### config.mk
export PLATFORM = sky130hd
export DESIGN_NAME = round_ctrl
export DESIGN_NICKNAME = d
export VERILOG_FILES = /design/src/rtl/round_ctrl.sv
export SDC_FILE = /design/constraint.sdc
export NUM_CORES = 1
export LEC_CHECK = 0
export CAP_MARGIN = 10
export CORE_ASPECT_RATIO = 0.75
export CORE_MARGIN = 2
export CORE_UTILIZATION = 55
export CTS_CLUSTER_DIAMETER = 30
export CTS_CLUSTER_SIZE = 30
export DETAILED_ROUTE_END_ITERATION = 8
export PLACE_DENSITY = 0.8
export RECOVER_POWER = 100
export SLEW_MARGIN = 20
export SYNTH_ARGS = -nofsm -noshare
export SYNTH_HDL_FRONTEND = slang
export SYNTH_SLANG_ARGS = --single-unit
### constraint.sdc
create_clock -name clk -period 4.07 [get_ports clk]
set_input_delay 0.407 -clock clk [delete_from_list [all_inputs] [get_ports clk]]
set_output_delay 0.407 -clock clk [all_outputs]
set_load 0.03 [all_outputs]
### src/rtl/round_ctrl.sv
// Round sequencer for the number-guessing game: target generation, enter-edge
// detection, comparator handshake, attempt counting and inactivity timeout.
module round_ctrl #(
    parameter int unsigned MAX_TRIES   = 8,
    parameter int unsigned TIMEOUT_CYC = 250000000,
    parameter logic [7:0]  LFSR_SEED   = 8'hA5
) (
    input  logic       clk,
    input  logic       reset,
    input  logic       i_enter,
    input  logic [7:0] i_guess,
    output logic [7:0] o_target,
    output logic [7:0] o_cmp_guess,
    output logic       o_cmp_go,
    input  logic       i_cmp_valid,
    input  logic       i_under,
    input  logic       i_over,
    input  logic       i_equal,
    output logic       o_under,
    output logic       o_over,
    output logic       o_equal,
    output logic       o_update_leds,
    output logic [3:0] o_tries,
    output logic       o_win,
    output logic       o_lose
);
    localparam int unsigned     TO_W      = (TIMEOUT_CYC > 1) ? $clog2(TIMEOUT_CYC) : 1;
    localparam logic [TO_W-1:0] TO_LAST   = TO_W'(TIMEOUT_CYC - 1);
    localparam logic [3:0]      TRY_LIMIT = 4'(MAX_TRIES);
    localparam logic [7:0]      SEED      = (LFSR_SEED == 8'h00) ? 8'h01 : LFSR_SEED;

    typedef enum logic [2:0] {
        IDLE       = 3'd0,
        WAIT_GUESS = 3'd1,
        COMPARE    = 3'd2,
        RESULT     = 3'd3,
        WIN        = 3'd4,
        LOSE       = 3'd5
    } state_t;

    state_t          r_state;
    state_t          w_state_nxt;
    logic            r_enter_q;
    logic [7:0]      r_lfsr;
    logic [TO_W-1:0] r_to_cnt;
    logic [7:0]      r_target;
    logic [7:0]      r_cmp_guess;
    logic            r_cmp_go;
    logic            r_under;
    logic            r_over;
    logic            r_equal;
    logic            r_update_leds;
    logic [3:0]      r_tries;
    logic            r_win;
    logic            r_lose;

    logic            w_edge;
    logic            w_timeout;
    logic            w_no_flag;
    logic            w_lfsr_fb;
    logic [TO_W-1:0] w_to_cnt_nxt;
    logic [7:0]      w_target_nxt;
    logic [7:0]      w_cmp_guess_nxt;
    logic            w_cmp_go_nxt;
    logic            w_under_nxt;
    logic            w_over_nxt;
    logic            w_equal_nxt;
    logic            w_update_leds_nxt;
    logic [3:0]      w_tries_nxt;
    logic            w_win_nxt;
    logic            w_lose_nxt;

    assign w_edge    = i_enter & ~r_enter_q;
    assign w_timeout = (r_to_cnt == TO_LAST);
    assign w_no_flag = ~(i_under | i_over | i_equal);
    // x^8 + x^6 + x^5 + x^4 + 1, shifting towards the MSB
    assign w_lfsr_fb = r_lfsr[7] ^ r_lfsr[5] ^ r_lfsr[4] ^ r_lfsr[3];

    // State register
    always_ff @(posedge clk) begin
        if (reset) begin
            r_state <= IDLE;
        end else begin
            r_state <= w_state_nxt;
        end
    end

    // Next-state logic; an edge in WAIT_GUESS takes priority over the timeout
    always_comb begin
        w_state_nxt = r_state;
        case (r_state)
            IDLE:       if (w_edge) w_state_nxt = WAIT_GUESS;
            WAIT_GUESS: begin
                if (w_edge)         w_state_nxt = COMPARE;
                else if (w_timeout) w_state_nxt = LOSE;
            end
            COMPARE:    if (i_cmp_valid) w_state_nxt = RESULT;
            RESULT: begin
                if (r_equal)                  w_state_nxt = WIN;
                else if (r_tries == TRY_LIMIT) w_state_nxt = LOSE;
                else                          w_state_nxt = WAIT_GUESS;
            end
            WIN, LOSE:  if (w_edge) w_state_nxt = IDLE;
            default:    w_state_nxt = IDLE;
        endcase
    end

    // Output / datapath next values, registered below
    always_comb begin
        w_to_cnt_nxt      = r_to_cnt;
        w_target_nxt      = r_target;
        w_cmp_guess_nxt   = r_cmp_guess;
        w_cmp_go_nxt      = 1'b0;
        w_under_nxt       = r_under;
        w_over_nxt        = r_over;
        w_equal_nxt       = r_equal;
        w_update_leds_nxt = 1'b0;
        w_tries_nxt       = r_tries;
        case (r_state)
            IDLE: begin
                if (w_edge) begin
                    w_target_nxt = r_lfsr;
                    w_tries_nxt  = 4'd0;
                    w_under_nxt  = 1'b0;
                    w_over_nxt   = 1'b0;
                    w_equal_nxt  = 1'b0;
                    w_to_cnt_nxt = '0;
                end
            end
            WAIT_GUESS: begin
                if (w_edge) begin
                    w_cmp_guess_nxt = i_guess;
                    w_cmp_go_nxt    = 1'b1;
                    w_to_cnt_nxt    = '0;
                end else if (w_timeout) begin
                    w_update_leds_nxt = 1'b1;
                    w_to_cnt_nxt      = '0;
                end else begin
                    w_to_cnt_nxt = r_to_cnt + TO_W'(1);
                end
            end
            COMPARE: begin
                if (i_cmp_valid) begin
                    w_equal_nxt       = i_equal;
                    w_over_nxt        = ~i_equal & i_over;
                    w_under_nxt       = ~i_equal & ~i_over & (i_under | w_no_flag);
                    w_tries_nxt       = (r_tries == 4'd15) ? r_tries : r_tries + 4'd1;
                    w_update_leds_nxt = 1'b1;
                end
            end
            RESULT: begin
                w_to_cnt_nxt = '0;
            end
            WIN, LOSE: begin
                if (w_edge) begin
                    w_under_nxt       = 1'b0;
                    w_over_nxt        = 1'b0;
                    w_equal_nxt       = 1'b0;
                    w_update_leds_nxt = 1'b1;
                end
            end
            default: begin
                w_to_cnt_nxt = '0;
            end
        endcase
        w_win_nxt  = (w_state_nxt == WIN);
        w_lose_nxt = (w_state_nxt == LOSE);
    end

    // Datapath and output registers
    always_ff @(posedge clk) begin
        if (reset) begin
            r_enter_q     <= 1'b0;
            r_lfsr        <= SEED;
            r_to_cnt      <= '0;
            r_target      <= 8'd0;
            r_cmp_guess   <= 8'd0;
            r_cmp_go      <= 1'b0;
            r_under       <= 1'b0;
            r_over        <= 1'b0;
            r_equal       <= 1'b0;
            r_update_leds <= 1'b0;
            r_tries       <= 4'd0;
            r_win         <= 1'b0;
            r_lose        <= 1'b0;
        end else begin
            r_enter_q     <= i_enter;
            r_lfsr        <= {r_lfsr[6:0], w_lfsr_fb};
            r_to_cnt      <= w_to_cnt_nxt;
            r_target      <= w_target_nxt;
            r_cmp_guess   <= w_cmp_guess_nxt;
            r_cmp_go      <= w_cmp_go_nxt;
            r_under       <= w_under_nxt;
            r_over        <= w_over_nxt;
            r_equal       <= w_equal_nxt;
            r_update_leds <= w_update_leds_nxt;
            r_tries       <= w_tries_nxt;
            r_win         <= w_win_nxt;
            r_lose        <= w_lose_nxt;
        end
    end

    assign o_target      = r_target;
    assign o_cmp_guess   = r_cmp_guess;
    assign o_cmp_go      = r_cmp_go;
    assign o_under       = r_under;
    assign o_over        = r_over;
    assign o_equal       = r_equal;
    assign o_update_leds = r_update_leds;
    assign o_tries       = r_tries;
    assign o_win         = r_win;
    assign o_lose        = r_lose;

endmodule

# --- Word level (Yosys, flattened, before mapping) ---
# Cells that the tools add are included.
word_totals:
  regBits: 67
  inputBits: 15
  out_inout_bits: 27
op_classes:
  n_addsub: 2
  eq_ne: 14
  muxes: 28
  bitwise: 16
  n_reduce_logical: 12
op_table:
  columns: ["op", "n"]
  rows:
  - ["$mux 28", 3]
  - ["$pmux 28 s3", 1]
  - ["$add 28x1->28 const B", 1]
  - ["$eq 28x28->1 const B", 1]
  - ["$mux 3", 7]
  - ["$pmux 3 s5", 1]
  - ["$eq 3x3->1 const B", 4]
  - ["$mux 4", 3]
  - ["$eq 4x4->1 const B", 2]
  - ["$mux 1", 8]
  - ["$pmux 4 s2", 1]
  - ["$eq 3x2->1 const B", 2]
  - ["$ne 2x2->1 const B", 3]
  - ["$not 1->1", 6]
  - ["$pmux 1 s2", 3]
  - ["$reduce_and 2->1", 3]
  - ["$reduce_or 3->1", 2]
  - ["$add 4x1->4 const B", 1]
  - ["$and 1x1->1", 4]
  - ["$reduce_and 4->1", 1]
  - ["$reduce_bool 2->1", 2]
  - ["$reduce_or 2->1", 2]
  - ["$eq 3x1->1 const B", 1]
  - ["$logic_not 3->1", 1]
  - ["other kinds (5)", 9]

# --- Logic depth before layout (Yosys ltp) ---
# Gate-level depths: netlist of the first run.
logic_depth:
  word_depth: 7
  mapped_depth: 7
  depth_no_buf: 6

# --- Least setup slack after synthesis of the first run ---
# OpenSTA, ideal clock, no wires.
synth_timing:
  path_kind: "flip-flop to flip-flop"
  from: "reg r_to_cnt[14]"
  to: "reg r_to_cnt[13]"
  arrival_ns: 1.769
  slack_ns: 2.169
  path_stages_with_launch: 7
  path_buffers: 1
  cell_sequence: "dfxtp_1 -> or4b_1 -> nor4_2 -> nand2_1 -> a21boi_4 -> buf_6 -> nor3_1"
synth_between:
  elab_chain_cells: 4
synth_rtl:
  columns: ["element", "line", "text"]
  rows:
  - ["start, declared", "45", "logic [TO_W-1:0] r_to_cnt;"]
  - ["start signal, assigned", "189", "r_to_cnt <= w_to_cnt_nxt;"]
  - ["$eq 28x28->1", "74", "assign w_timeout = (r_to_cnt == TO_LAST);"]
  - ["$mux 28", "135", "end else if (w_timeout) begin"]
  - ["$mux 28", "131", "if (w_edge) begin"]
  - ["$pmux 28 s3", "119", "case (r_state)"]
# No other way between the ends.
# A chain may end at the register's enable or synchronous reset.

# --- Worst setup path after layout of the first run ---
layout_timing:
  from: "reg r_to_cnt[1]"
  to: "reg r_to_cnt[20]"
layout_between:
  elab_chain_cells: 4
  word_cells_on_any_way: 5
layout_rtl:
  columns: ["element", "line"]
  rows:
  - ["$add 28x1->28 or $eq 28x28->1 (tied branches)", "139, 74"]
  - ["$mux 28 (*)", "135"]
  - ["$mux 28 (*)", "131"]
  - ["$pmux 28 s3 (*)", "119"]
# Mark *: on every way between the ends. The rest lies on a longest branch, timed or not.

==> flow_metrics.env, run 1 <==
export IMPL_route_detailed_drc=0
export IMPL_grt_first_pass_wirelength_um=10600
export IMPL_cts_inserted_buffers=9
export IMPL_postCtsSetupRepairBufs=0
export IMPL_port_buffer_count=40
export IMPL_slew_violations=64
export IMPL_fin_crit_sh_pct=76.0
export IMPL_synth_yosys_seq_area_share_pct=44.3
export IMPL_dpl_hpwl_um=4380
export IMPL_design_final_nets=405
export IMPL_areaGrowthSynthToFinish_pct=19.2
export IMPL_layout_drive_gt1_share_pct=6.63
export IMPL_cts_root_buf="clkbuf_8"
export IMPL_drt_first_pass_iters=5
export IMPL_cpMaxStageDelayCell="a21boi_2"
export IMPL_avgSynthCellArea_um2=8.55
export IMPL_cp_data_arrival_time_ns=3.19
export IMPL_routedWlPerCell_um=14.1
export IMPL_worstPathCellList="ha_1, nand4_1, nor4_1, nand2_1, a21boi_2, nor3_1"
export IMPL_crit_type="reg -> reg"
export IMPL_grt_setup_unrepaired="false"
export IMPL_grt_total_usage_pct=22.9
export IMPL_diodes=0
export IMPL_grt_overflow_total=0
export IMPL_clock_tree_from_tritoncts="done"
export IMPL_synth_yosys_warnings=0
export IMPL_insertion_delay_ns=0.35
export IMPL_min_delay_path_class="reg -> reg"
export IMPL_grt_start_max_net_pins=64
export IMPL_critical_path_required_ns=4.17
export IMPL_setup_tns_final_ns=0
export IMPL_synth_ff_latch_count=67
export IMPL_failing_checks="capacitance limit, slew limit"
export IMPL_worstSetupStartpointType="register"
export IMPL_final_hold_violation_count=0
export IMPL_final_antenna_net_count=0
export IMPL_clkSinkCount=67
export IMPL_cts_htree_levels=3
export IMPL_number_of_enable_type_register_cells_in_the_synthesized_netlist=0
export IMPL_fmax_mhz=323
export IMPL_detail_route_wirelength_um=6570
export IMPL_endpoint_kind="register"
export IMPL_drt_initial_drc_count=213
export IMPL_synthesis_nets=372
export IMPL_cts_root_to_sink_buffers=2
export IMPL_worst_slew_pin_slew_ns=2.70
export IMPL_io_pin_count=42
export IMPL_finalWorstPathRequiredPeriod_ns=3.09
export IMPL_post_cts_resized_instances=0
export IMPL_grt_antenna_before_repair=0
export IMPL_total_leakage_power_nw=1.24
export IMPL_dr_total_vias=2591
export IMPL_fin_worst_hold_slack_ns=0.450
export IMPL_run_status="finished with violations"
export IMPL_vdd_ir_drop_max_mv=0.224
export IMPL_die_area_um2=6120
export IMPL_fp_row_count=23
export IMPL_detail_route_vias_per_cell=5.55
export IMPL_start_util_pct=56.9
export IMPL_die_y_um=68.2
export IMPL_max_stage_delay_on_crit_path_ns=0.96
export IMPL_coreArea_um2=5320
export IMPL_critPathMaxFanout=28
export IMPL_post_cts_clock_slew_at_the_launch_and_capture_registers_of_the_worst_setup_and_hold_paths_ns=0.07
export IMPL_setup_viol=0
export IMPL_gp_congestion=0.813
export IMPL_fp_dieW_um=89.7
export IMPL_cap_viol_max_count=1
export IMPL_cts_hold_buf=0
export IMPL_maxSlewHeadroom_pct=-79.9
export IMPL_grt_pass1_vias=2207
export IMPL_synth_distinct_cells=48
export IMPL_postSynthCellCount=354
export IMPL_postSynth_asyncResetShare_pct=0
export IMPL_power_per_cell_area_nw_per_um2=377
export IMPL_syn_area_um2=3030
export IMPL_skew_ns=0.00721
export IMPL_synth_top_flop_cell="dfxtp_1"
-- synth_stat cells (3+ instances only) --
cell type	instances	area, um2
a21oi_1	25	125
and2_1	4	25.0
clkbuf_1	13	48.8
dfxtp_1	67	1340
ha_1	3	37.5
inv_1	6	22.5
nand2_1	52	195
nand2b_1	4	25.0
nand3_1	8	40.0
nand4_1	8	50.1
nor2_1	20	75.1
nor2b_1	10	62.6
nor3_1	40	200
nor3b_1	6	45.0
nor4_1	7	43.8
o21ai_0	4	20.0
or2_2	5	31.3
xnor2_1	22	193
xor2_1	8	70.1
-- power breakdown --
part | leakage [nW] | internal [mW] | switching, mW
Clock | 0.0906 | 0.284 | 0.248
Sequential | 0.544 | 0.676 | 0.0157
Combinational | 0.609 | 0.0518 | 0.0856
-- logic make-up after synthesis --
family | share of synthesized area (%)
xor+xnor | 8.68
buf+inv | 3.56
fa+ha+maj | 1.24
mux | 0.703
flops | 44.3
simple gates | 32.4
compound gates | 9.14
-- cells in the final DEF, fill, tap and decap left out, drive strengths merged, types with 6 or more instances in the layout --
cell and n:
nor2b 10, clkbuf 13, nor3b 6, dfxtp 67
a21oi 25, dlygate4sd3 27, nand4 9, xnor2 22
xor2 8, inv 6, clkdlybuf4s50 12, nor2 20
nor3 40, nand3 8, nand2 52, nor4 9
-- final timing paths --
kind | to | depth (start not counted) | startpoint | slack (ns)
hold / removal | o_target[1]$_SDFFE_PP0P_ | 2 | r_lfsr[1]$_SDFF_PP0_ | 0.45
setup reg to reg | r_to_cnt[20]$_SDFFE_PP0P_ | 6 | r_to_cnt[1]$_SDFFE_PP0P_ | 0.98
hold reg to reg | o_target[1]$_SDFFE_PP0P_ | 2 | r_lfsr[1]$_SDFF_PP0_ | 0.45
setup / recovery | r_to_cnt[20]$_SDFFE_PP0P_ | 6 | r_to_cnt[1]$_SDFFE_PP0P_ | 0.98
-- flip-flops by register name, summed over array words and instances, names as in the netlist, 3 cells and up --
register / flops
o_cmp_guess: 8
o_target: 8
o_tries: 4
r_lfsr: 8
r_state: 3
r_to_cnt: 28
-- stage by stage --
step / power [mW] / util, % / worst slack (ns) / instances / instance area (um2)
final: 1.36 / 67.8 / 0.975 / 467 / 3610
after global placement: 0.844 / 64.4 / 1.43 / 451 / 3430
after global routing: 1.41 / 67.8 / 0.661 / 467 / 3610
after detailed placement: 0.847 / 64.4 / 1.38 / 451 / 3430
after CTS: 1.37 / 67.9 / 1.36 / 467 / 3620
after floorplan: 0.804 / - / 2.17 / 354 / 3030
-- critical path, delay by kind of cell, from the launching register on --
kind	cells	cell delay [ns]
and+or+nand+nor	4	1.21
AOI/OAI and AO/OA	1	0.96
DFF	1	0.41
adders and majority gates	1	0.26
-- final cells by class --
| class | count | area [um2] |
|---|---|---|
| clock buffers | 12 | 135 |
| clock inverters | 4 | 51.3 |
| fillers | 444 | 1720 |
| inverters | 6 | 22.5 |
| multi-input cells | 263 | 1570 |
| flip-flops and latches | 67 | 1340 |
| well taps | 75 | 93.8 |
| repair buffers | 40 | 394 |
-- per-layer routing --
layer | vias up | global-route usage [%] | share of wire (%)
li1 | 1304 | - | -
met1 | 1213 | 32.8 | 49
met2 | 67 | 33.5 | 45
met3 | 7 | 5.79 | 5.0
met4 | 0 | 7.84 | 0.99
met5 | - | 0 | 0
Note: power is estimated with default switching activity, not from simulation.
==> run 2: changes to the inputs <==
--- a/config.mk
+++ b/config.mk
@@ -8,11 +8,11 @@
 export CAP_MARGIN = 10
 export CORE_ASPECT_RATIO = 0.75
 export CORE_MARGIN = 2
-export CORE_UTILIZATION = 55
+export CORE_UTILIZATION = 54
 export CTS_CLUSTER_DIAMETER = 30
 export CTS_CLUSTER_SIZE = 30
 export DETAILED_ROUTE_END_ITERATION = 8
-export PLACE_DENSITY = 0.8
+export PLACE_DENSITY = 0.79
 export RECOVER_POWER = 100
 export SLEW_MARGIN = 20
 export SYNTH_ARGS = -nofsm -noshare
==> constraint.sdc (replaced) <==
create_clock -name clk -period 3.13 [get_ports clk]
set_input_delay 0.313 -clock clk [delete_from_list [all_inputs] [get_ports clk]]
set_output_delay 0.313 -clock clk [all_outputs]
set_load 0.03 [all_outputs]
==> run 2 against run 1 <==
The run still ends with capacitance limit, slew limit left; worst setup slack lost 0.31 ns; first-iteration DRC count shrank 21%; fmax grew 26%; sequential cell count is the same; die area grew 1.7%; via count is essentially flat; count of clock-buffer cells in the layout shrank 3; sequential power grew 30%; global-route usage shrank 1.0 points; utilization shrank 0.12 points; critical endpoint is now r_to_cnt[25]$_SDFFE_PP0P_; largest cell class unchanged.
==> flow_metrics.env, run 2 (synthesis gave the netlist of run 1 again) <==
export IMPL_run_status="finished with violations"
export IMPL_failing_checks="capacitance limit, slew limit"
export IMPL_port_buffer_count=40
export IMPL_vdd_ir_drop_max_mv=0.376
export IMPL_total_leakage_power_nw=1.27
export IMPL_comb_power_share_pct=11.2
export IMPL_grt_total_usage_pct=21.9
export IMPL_detail_route_vias_per_cell=5.49
export IMPL_routedWlPerCell_um=13.7
export IMPL_insertion_delay_ns=0.34
export IMPL_dpl_hpwl_um=4490
export IMPL_power_net_switching_mw=0.458
export IMPL_clock_tree_from_tritoncts="done"
export IMPL_fp_row_count=23
export IMPL_regMostFlops="r_to_cnt"
export IMPL_p_seq_share_pct=53.0
export IMPL_final_cell_mix="67 x dfxtp_1, 52 x nand2_1, 40 x nor3_1"
export IMPL_layout_drive_gt1_share_pct=8.06
export IMPL_detail_route_wirelength_um=6490
export IMPL_power_per_cell_area_nw_per_um2=466
export IMPL_setup_viol=0
export IMPL_min_delay_path_class="reg -> reg"
export IMPL_grt_first_pass_wirelength_um=10600
export IMPL_critPathMaxFanout=21
export IMPL_coreArea_um2=5380
export IMPL_cp_data_arrival_time_ns=2.60
export IMPL_io_pin_count=42
export IMPL_setup_tns_final_ns=0
export IMPL_grt_pass1_vias=2219
export IMPL_fmax_mhz=406
export IMPL_final_antenna_net_count=0
export IMPL_die_y_um=68.8
export IMPL_design_final_nets=410
export IMPL_maxSlewHeadroom_pct=-28.8
export IMPL_crit_type="reg -> reg"
export IMPL_areaGrowthSynthToFinish_pct=20.3
export IMPL_endpoint_kind="register"
export IMPL_critical_path_required_ns=3.27
export IMPL_power_clock_fraction_pct=35.8
export IMPL_cts_htree_levels=3
export IMPL_power_report_internal_total_mw=1.24
export IMPL_skew_ns=0.00419
export IMPL_cap_viol_max_count=1
export IMPL_cpMaxStageDelayCell="dfxtp_1"
export IMPL_worst_slew_pin_slew_ns=1.93
export IMPL_clkSinkCount=67
export IMPL_final_hold_violation_count=0
export IMPL_post_cts_clock_slew_at_the_launch_and_capture_registers_of_the_worst_setup_and_hold_paths_ns=0.07
export IMPL_slew_violations=46
export IMPL_dr_total_vias=2593
export IMPL_worstPathCellList="ha_1, nand4_1, clkbuf_1, nor4_1, nand2_1, a21boi_4, buf_12, nor3_1"
export IMPL_post_cts_resized_instances=0
export IMPL_drt_first_pass_iters=4
export IMPL_postLayoutCellArea_um2=3640
export IMPL_drt_initial_drc_count=169
export IMPL_max_stage_delay_on_crit_path_ns=0.43
export IMPL_mostFrequentLayoutCell="dfxtp_1"
export IMPL_gp_congestion=0.842
export IMPL_switching_share_pct=27.0
export IMPL_worstSetupStartpointType="register"
export IMPL_cts_root_buf="clkbuf_8"
export IMPL_grt_overflow_total=0
export IMPL_largest_register_ffs=28
export IMPL_grt_setup_unrepaired="false"
export IMPL_die_area_um2=6230
export IMPL_finalWorstPathRequiredPeriod_ns=2.46
export IMPL_route_detailed_drc=0
export IMPL_cts_hold_buf=0
export IMPL_postCtsSetupRepairBufs=0
export IMPL_diodes=0
export IMPL_grt_antenna_before_repair=0
export IMPL_detailed_place_area_um2=3480
export IMPL_cts_root_to_sink_buffers=2
export IMPL_grt_start_max_net_pins=46
export IMPL_start_util_pct=56.2
export IMPL_fp_dieW_um=90.4
export IMPL_cts_inserted_buffers=9
export IMPL_fin_crit_sh_pct=78.6
[run 2: stage by stage]
step	utilization [%]	hold slack [ns]	setup slack (ns)	power, mW	std cells
after floorplan	-	0.417	1.23	1.05	354
after detailed placement	64.7	0.434	0.700	1.11	456
after global routing	67.7	0.472	0.449	1.78	472
final	67.7	0.447	0.669	1.70	472
after CTS	67.8	0.451	0.841	1.72	472
after global placement	64.7	0.423	0.797	1.11	456
[run 2: final timing paths]
check / from / end / slack, ns / depth (start not counted)
setup / recovery: r_to_cnt[0]$_SDFFE_PP0P_ / r_to_cnt[25]$_SDFFE_PP0P_ / 0.67 / 8
hold / removal: r_lfsr[0]$_SDFF_PP1_ / o_target[0]$_SDFFE_PP0P_ / 0.45 / 2
setup reg to reg: r_to_cnt[0]$_SDFFE_PP0P_ / r_to_cnt[25]$_SDFFE_PP0P_ / 0.67 / 8
hold reg to reg: r_lfsr[0]$_SDFF_PP1_ / o_target[0]$_SDFFE_PP0P_ / 0.45 / 2
[run 2: power by group through the flow]
stage | Combinational, mW | Sequential [mW] | Clock (mW)
finish | 0.190 | 0.900 | 0.607
detailed placement | 0.194 | 0.919 | 0
floorplan | 0.111 | 0.934 | 0
CTS | 0.194 | 0.900 | 0.623
global route | 0.209 | 0.904 | 0.667
global placement | 0.191 | 0.918 | 0
[run 2: per-layer routing]
metal | track usage (%) | part of all wire (%)
met3 | 6.30 | 4.4
met4 | 7.50 | 1.1
met2 | 32.4 | 44
met5 | 0 | 0
met1 | 30.9 | 51
[run 2: critical path, delay by kind of cell, from the launching register on]
| kind | cells | cell delay, ns |
|---|---|---|
| compound gates | 1 | 0.33 |
| fa+ha+maj | 1 | 0.26 |
| buf+inv | 2 | 0.47 |
| flops | 1 | 0.43 |
| simple gates | 4 | 0.76 |
[run 2: cell type report]
class	instances	area (um2)
fill	454	1740
multi-input combinational	263	1580
sequential	67	1340
timing repair buffer	45	437
clock buffer	9	124
tap	75	93.8
clock inverter	7	45.0
inverter	6	22.5
